[src/rtl/ehl_ahb_pkg.sv]
// ---------------------------------------------------------------------------
// ehl_ahb_pkg
// Shared AHB-Lite encodings for the ehl AHB blocks.
//   htrans_e      : HTRANS transfer types (IDLE/BUSY/NONSEQ/SEQ)
//   HBURST_SINGLE : burst encoding for single transfers
//   HSIZE_*       : byte/halfword/word transfer sizes
//   HRESP_*       : OKAY/ERROR response encodings
//   HPROT_DEFAULT : non-cacheable, non-bufferable, privileged, data access
//   is_err_resp() : any non-OKAY response (ERROR, RETRY, SPLIT) counts as error
// ---------------------------------------------------------------------------
package ehl_ahb_pkg;

  typedef enum logic [1:0] {
    HTRANS_IDLE   = 2'b00,
    HTRANS_BUSY   = 2'b01,
    HTRANS_NONSEQ = 2'b10,
    HTRANS_SEQ    = 2'b11
  } htrans_e;

  localparam logic [2:0] HBURST_SINGLE = 3'b000;

  localparam logic [2:0] HSIZE_BYTE = 3'b000;
  localparam logic [2:0] HSIZE_HALF = 3'b001;
  localparam logic [2:0] HSIZE_WORD = 3'b010;

  localparam logic [1:0] HRESP_OKAY  = 2'b00;
  localparam logic [1:0] HRESP_ERROR = 2'b01;

  localparam logic [3:0] HPROT_DEFAULT = 4'b0011;

  // RETRY/SPLIT are not supported by AHB-Lite slaves; fold them into ERROR.
  function automatic logic is_err_resp(input logic [1:0] resp);
    return (resp != HRESP_OKAY);
  endfunction

endpackage

[src/rtl/ehl_ahb_master_lite.sv]
// ---------------------------------------------------------------------------
// ehl_ahb_master_lite
// Single-initiator AHB-Lite master. Turns a valid/ready command stream into
// AHB SINGLE transfers, one response pulse per command, with the address
// phase of command N+1 overlapping the data phase of command N.
//
// Handshake: a command transfers on a rising hclk edge where
// cmd_valid & cmd_ready are both 1; cmd_ready is combinational and may fall
// whenever hready falls. rsp_valid is a one-cycle pulse with no backpressure;
// rsp_rdata/rsp_err keep their last value between pulses.
//
// Ports
//   hclk, hresetn          : clock, asynchronous active-low reset
//   cmd_valid/cmd_ready    : command handshake
//   cmd_write/addr/size/wdata : command payload
//   rsp_valid/rsp_rdata/rsp_err : response (rdata is 0 for writes)
//   haddr/htrans/hwrite/hsize/hburst/hprot/hwdata : AHB master outputs
//   hready/hresp/hrdata    : AHB slave inputs
// ---------------------------------------------------------------------------
module ehl_ahb_master_lite
  import ehl_ahb_pkg::*;
#(
  parameter logic [3:0] HPROT_VAL = HPROT_DEFAULT
) (
  input  logic        hclk,
  input  logic        hresetn,
  input  logic        cmd_valid,
  output logic        cmd_ready,
  input  logic        cmd_write,
  input  logic [31:0] cmd_addr,
  input  logic [2:0]  cmd_size,
  input  logic [31:0] cmd_wdata,
  output logic        rsp_valid,
  output logic [31:0] rsp_rdata,
  output logic        rsp_err,
  output logic [31:0] haddr,
  output logic [1:0]  htrans,
  output logic        hwrite,
  output logic [2:0]  hsize,
  output logic [2:0]  hburst,
  output logic [3:0]  hprot,
  output logic [31:0] hwdata,
  input  logic        hready,
  input  logic [1:0]  hresp,
  input  logic [31:0] hrdata
);

  // Address-phase register (AP)
  htrans_e     htrans_q, htrans_d;
  logic [31:0] haddr_q, haddr_d;
  logic        hwrite_q, hwrite_d;
  logic [2:0]  hsize_q, hsize_d;
  logic [31:0] wdata_q, wdata_d;
  // Data-phase register
  logic        dp_valid_q, dp_valid_d;
  logic        dp_write_q, dp_write_d;
  logic [31:0] hwdata_q, hwdata_d;
  // Set when an ERROR cancelled the pending NONSEQ; it must be reissued
  logic        replay_q, replay_d;
  // Response register
  logic        rsp_valid_q, rsp_valid_d;
  logic        rsp_err_q, rsp_err_d;
  logic [31:0] rsp_rdata_q, rsp_rdata_d;

  logic resp_err;
  logic err_first;
  logic ap_nonseq;
  logic cmd_accept;

  assign resp_err   = is_err_resp(hresp);
  // First cycle of the two-cycle ERROR response
  assign err_first  = dp_valid_q & ~hready & resp_err;
  assign ap_nonseq  = (htrans_q == HTRANS_NONSEQ);
  assign cmd_ready  = hready & ~replay_q & ~err_first;
  assign cmd_accept = cmd_valid & cmd_ready;

  always_comb begin
    htrans_d    = htrans_q;
    haddr_d     = haddr_q;
    hwrite_d    = hwrite_q;
    hsize_d     = hsize_q;
    wdata_d     = wdata_q;
    dp_valid_d  = dp_valid_q;
    dp_write_d  = dp_write_q;
    hwdata_d    = hwdata_q;
    replay_d    = replay_q;
    rsp_valid_d = 1'b0;
    rsp_err_d   = rsp_err_q;
    rsp_rdata_d = rsp_rdata_q;

    if (hready) begin
      // Data phase completes
      if (dp_valid_q) begin
        rsp_valid_d = 1'b1;
        rsp_err_d   = resp_err;
        rsp_rdata_d = dp_write_q ? 32'h0 : hrdata;
      end
      // Address phase moves to data phase
      dp_valid_d = ap_nonseq;
      if (ap_nonseq) begin
        dp_write_d = hwrite_q;
        hwdata_d   = wdata_q;
      end
      // Refill the address slot: replay has priority (cmd_ready is low then)
      if (replay_q) begin
        if (ap_nonseq) begin
          replay_d = 1'b0;
          htrans_d = HTRANS_IDLE;
        end else begin
          htrans_d = HTRANS_NONSEQ;
        end
      end else if (cmd_accept) begin
        htrans_d = HTRANS_NONSEQ;
        haddr_d  = cmd_addr;
        hwrite_d = cmd_write;
        hsize_d  = cmd_size;
        wdata_d  = cmd_wdata;
      end else begin
        htrans_d = HTRANS_IDLE;
      end
    end else if (err_first && ap_nonseq) begin
      // Cancel the pipelined transfer; AP contents are kept for the replay
      htrans_d = HTRANS_IDLE;
      replay_d = 1'b1;
    end
  end

  always_ff @(posedge hclk or negedge hresetn) begin
    if (!hresetn) begin
      htrans_q    <= HTRANS_IDLE;
      haddr_q     <= 32'h0;
      hwrite_q    <= 1'b0;
      hsize_q     <= 3'h0;
      wdata_q     <= 32'h0;
      dp_valid_q  <= 1'b0;
      dp_write_q  <= 1'b0;
      hwdata_q    <= 32'h0;
      replay_q    <= 1'b0;
      rsp_valid_q <= 1'b0;
      rsp_err_q   <= 1'b0;
      rsp_rdata_q <= 32'h0;
    end else begin
      htrans_q    <= htrans_d;
      haddr_q     <= haddr_d;
      hwrite_q    <= hwrite_d;
      hsize_q     <= hsize_d;
      wdata_q     <= wdata_d;
      dp_valid_q  <= dp_valid_d;
      dp_write_q  <= dp_write_d;
      hwdata_q    <= hwdata_d;
      replay_q    <= replay_d;
      rsp_valid_q <= rsp_valid_d;
      rsp_err_q   <= rsp_err_d;
      rsp_rdata_q <= rsp_rdata_d;
    end
  end

  assign htrans    = htrans_q;
  assign haddr     = haddr_q;
  assign hwrite    = hwrite_q;
  assign hsize     = hsize_q;
  assign hburst    = HBURST_SINGLE;
  assign hprot     = HPROT_VAL;
  assign hwdata    = hwdata_q;
  assign rsp_valid = rsp_valid_q;
  assign rsp_err   = rsp_err_q;
  assign rsp_rdata = rsp_rdata_q;

endmodule
[config.mk]
export PLATFORM = sky130hd
export DESIGN_NAME = ehl_ahb_master_lite
export DESIGN_NICKNAME = d
export VERILOG_FILES = /design/src/rtl/ehl_ahb_pkg.sv /design/src/rtl/ehl_ahb_master_lite.sv
export SDC_FILE = /design/constraint.sdc
export NUM_CORES = 1
export LEC_CHECK = 0
export BUFFER_PORTS_ARGS = -buffer_cell sky130_fd_sc_hd__clkbuf_2
export CORE_UTILIZATION = 52
export DETAILED_ROUTE_END_ITERATION = 8
export PLACE_DENSITY = 0.86
export SLEW_MARGIN = 25
export SYNTH_ARGS = -nofsm -noshare
export SYNTH_HDL_FRONTEND = slang
export SYNTH_SLANG_ARGS = --single-unit
[constraint.sdc]
create_clock -name hclk -period 2.5 [get_ports hclk]
set_input_delay 0.75 -clock hclk [delete_from_list [all_inputs] [get_ports hclk]]
set_output_delay 0.75 -clock hclk [all_outputs]
set_load 0.02 [all_outputs]
# --- Yosys cells after proc, flatten, opt, wreduce, memory -nomap -nowiden ---
# Index checks and enable logic that the tools add are counted.
classes:
  eq_ne: 1
  muxes: 12
  bitwise_logic: 8
  reduce_logical: 6
op_table:
  columns: ["op", "count"]
  rows:
  - ["32-bit 2-to-1 mux", 1]
  - ["2-bit 2-to-1 mux", 5]
  - ["1-bit 2-to-1 mux", 6]
  - ["1-bit bitwise AND", 5]
  - ["2-bit AND reduction", 2]
  - ["2-bit nonzero test", 2]
  - ["1-bit NOT", 3]
  - ["3-bit AND reduction", 1]
  - ["2-bit equality test, second input constant", 1]
  - ["1-bit logical AND", 1]
totals:
  regBits: 139
  inputBits: 106
  out_inout_bits: 112

# --- Depth between registers and ports, before layout ---
depth:
  ltp_word: 9
  ltp_mapped: 5
  depth_no_buf: 3

# --- Worst setup path before layout ---
# No wires, ideal clock.
synth_timing:
  path_type: "input to register"
  start: "input hready"
  end: "register haddr_q[0], in the netlist haddr[0]"
  setup_time_ps: 125
  arrival_ps: 1733
  t_required_ps: 2375
  setup_slack_ps: 642
  stages: 5
  path_cell_list: "and2b_1 nand2_1 buf_6 buf_6 mux2_4"
synth_via:
  elab_chain_len: 7
  elab_cells_between_ends: 8
synth_rtl:
  columns: ["item", "line_no", "text"]
  rows:
  - ["start: declaration", "ehl_ahb_master_lite.sv:43", "input logic hready,"]
  - ["1-bit NOT", "ehl_ahb_master_lite.sv:72", "assign err_first = dp_valid_q & ~hready & resp_err;"]
  - ["1-bit bitwise AND (2 in a row)", "ehl_ahb_master_lite.sv:72", null]
  - ["1-bit NOT", "ehl_ahb_master_lite.sv:74", "assign cmd_ready = hready & ~replay_q & ~err_first;"]
  - ["1-bit bitwise AND", "ehl_ahb_master_lite.sv:74", null]
  - ["1-bit bitwise AND", "ehl_ahb_master_lite.sv:75", "assign cmd_accept = cmd_valid & cmd_ready;"]
  - ["3-bit AND reduction (no source line) *", null, null]
  - ["end signal: assignment", "ehl_ahb_master_lite.sv:144", "haddr_q <= haddr_d;"]
  - ["end: declaration", "ehl_ahb_master_lite.sv:50", "logic [31:0] haddr_q, haddr_d;"]
# Every way passes the cells marked *; elsewhere a longest branch is shown, timed or not.
# A chain may end at the register's enable or synchronous reset.

# --- Worst setup path in the final report ---
layout_timing:
  start: "register replay_q"
  end: "output cmd_ready"
layout_via:
  elab_chain_len: 3
layout_rtl:
  columns: ["item", "line_no", "text"]
  rows:
  - ["start: declaration", "ehl_ahb_master_lite.sv:59", "logic replay_q, replay_d;"]
  - ["start signal: assignment", "ehl_ahb_master_lite.sv:151", "replay_q <= replay_d;"]
  - ["1-bit NOT (no source line)", null, null]
  - ["1-bit bitwise AND (2 in a row)", "ehl_ahb_master_lite.sv:74", null]
  - ["end: declaration", "ehl_ahb_master_lite.sv:28", "output logic cmd_ready,"]
# Every way passes these cells.

==> out/metrics.cfg <==
[run_status]
status=complete, no violations

[cts]
clk_path_buf_depth=2
cts_tree=yes
cts_root_buf=clkbuf_8
clkSlewWorstSetupHoldPaths_ps=60
cts_setup_buffers=0
clock_latency_ps=510
cts_buffers=17
cts_hold_repair.buffers=0
cts_resized=0
h-tree-depth=4
cts.sinks=138

[detailed_routing]
dr.pass1.iters=6
vias=3689
postRouteAntennaNets=0
drc=0
finalWirelength_um=11600
drt_iter0_markers=167
vias_per_cell=4.95
wire_per_inst_um=15.6

[worst_setup_path]
critPathKind=flip-flop to output port
reg2regPathDepth=4
crit_fanout=4
endpoint_kind=output port
start_kind=flip-flop
cp_num_cells=2
cp.arrival_ps=1360
cp_num_buf_inv=1
required_ps=1750
crit_family=flip-flops
cpPeakStageDelay_ps=400
worstPathCellList=and2b_1 > clkbuf_2
cp_slowest_cell=dfrtp_1

[floorplanning]
die_x_um=104
coreArea_mm2=0.00995
start_util_pct=54.4
io_pins=218
die-area_mm2=0.0108
rows=36
die_y_um=104

[global_route]
gr-total-overflow=0
grt_pass1_wl_um=19300
grt_pass1_vias=3893
grt_start_max_net_pins=66
antenna_found_initial=0
track_usage_pct=23.2

[timing]
max_freq_ghz=0.474
period_needed_ps=2110
tightest_slew_ps=833
hold_violations=0
finalMaxSlewViolations=0
skew_ps=7.75
setup_violations=0
rsz0062_at_grt=no
max_slew_margin_pct=44.5
period_share_pct=84.4
tns_ps=0

[synthesis]
ys_ff_latch=138
ys_seq_area_share_pct=63.7
synth_area_mm2=0.00542
syn_avg_cell_area_um2=14.1
syn_inst=383
ys_types=17
ys.warnings.count=0

[pwr]
p_total_w=0.00997
p_leak_nw=3.68
vdd_drop_max_uv=740
power_density_mw_per_mm2=1380

[layout]
fillers=672
utilization_pct=72.6
diodes=0
syn_to_final_growth_pct=33.4
final_nets=706
final_cells=746
final_cell_mix=208 x clkbuf_2, 138 x dfrtp_1, 82 x mux2_2
drive_above_1_share_pct=57.9
layout_commonest_cell=clkbuf_2

[place]
place_congestion=0.810
port_buffers=209
placed_cells=714
dp_hpwl_um=8340

[hold_path]
hold_class=primary input to async pin

[run]
maxCapViolations=0

==> flip-flops by register name, indices dropped and copies added (netlist names) <==
signal / flops
htrans: 1
dp_write_q: 1
rsp_valid: 1
haddr: 32
dp_valid_q: 1
replay_q: 1
hsize: 3
rsp_err: 1
hwrite: 1
hwdata: 32
wdata_q: 32
rsp_rdata: 32
==> cells in the mapped netlist <==
cell type,instances,area share [%]
buf_6,3,0.62
a21oi_1,1,0.092
inv_1,2,0.14
nand2_1,36,2.5
dfrtp_1,138,64
mux2_4,20,5.5
and2b_1,1,0.14
mux2_2,82,17
buf_4,9,1.2
buf_2,7,0.65
conb_1,2,0.14
or2_2,1,0.12
clkbuf_1,10,0.69
o21ai_0,36,3.3
nand2b_1,32,3.7
nor2b_1,2,0.23
a31oi_1,1,0.12
==> report_power, final <==
group	switching (W)	internal, W
clock	0.000899	0.00164
combinational	0.00196	0.00155
sequential	0.000638	0.00328
total	0.00350	0.00647
==> metrics by stage <==
step | cell area (µm²) | hold slack [ps] | setup slack, ps
2_1_floorplan | 5440 | 454 | 642
3_3_place_gp | 6620 | 463 | 464
3_5_place_dp | 6620 | 470 | 410
4_1_cts | 7230 | 192 | 358
5_1_grt | 7230 | 211 | 322
6_report | 7230 | 188 | 390
==> per-layer routing <==
| layer | up-vias | part of all wire (%) | global-route usage, % |
|---|---|---|---|
| li1 | 1714 | - | - |
| met1 | 1798 | 41 | 27.2 |
| met2 | 163 | 50 | 39.0 |
| met3 | 14 | 7.0 | 8.40 |
| met4 | 0 | 1.5 | 8.98 |
| met5 | - | 0 | 0 |
==> cell families (layout without fill, tap and decap cells) <==
family,after synthesis,in the layout,share of synthesized area (%)
mux,102,102,22.6
other cells,2,8,0.139
simple gates,72,72,6.67
flops,138,138,63.7
buf+inv,31,255,3.35
compound gates,38,38,3.53
==> layout make-up <==
type | count | area, µm² | area share, %
timing repair buffer | 221 | 1180 | 16.3
inverter | 2 | 7.51 | 0.104
tap | 133 | 166 | 2.30
clock buffer | 20 | 435 | 6.02
sequential | 138 | 3450 | 47.8
multi-input combinational | 220 | 1810 | 25.1
clock inverter | 12 | 173 | 2.39
==> final timing paths <==
path                                from       endpoint  slack (ps)
hold / removal                   hresetn  rsp_rdata[17]         190
min in group hclk           cmd_addr[28]      haddr[28]         460
setup / recovery                replay_q      cmd_ready         390
max in group asynchronous        hresetn     hwdata[29]        1640
hold reg to reg            rsp_rdata[21]  rsp_rdata[21]         480
setup reg to reg                replay_q    wdata_q[20]         920
No activity file was read; power rests on OpenSTA's default activity.
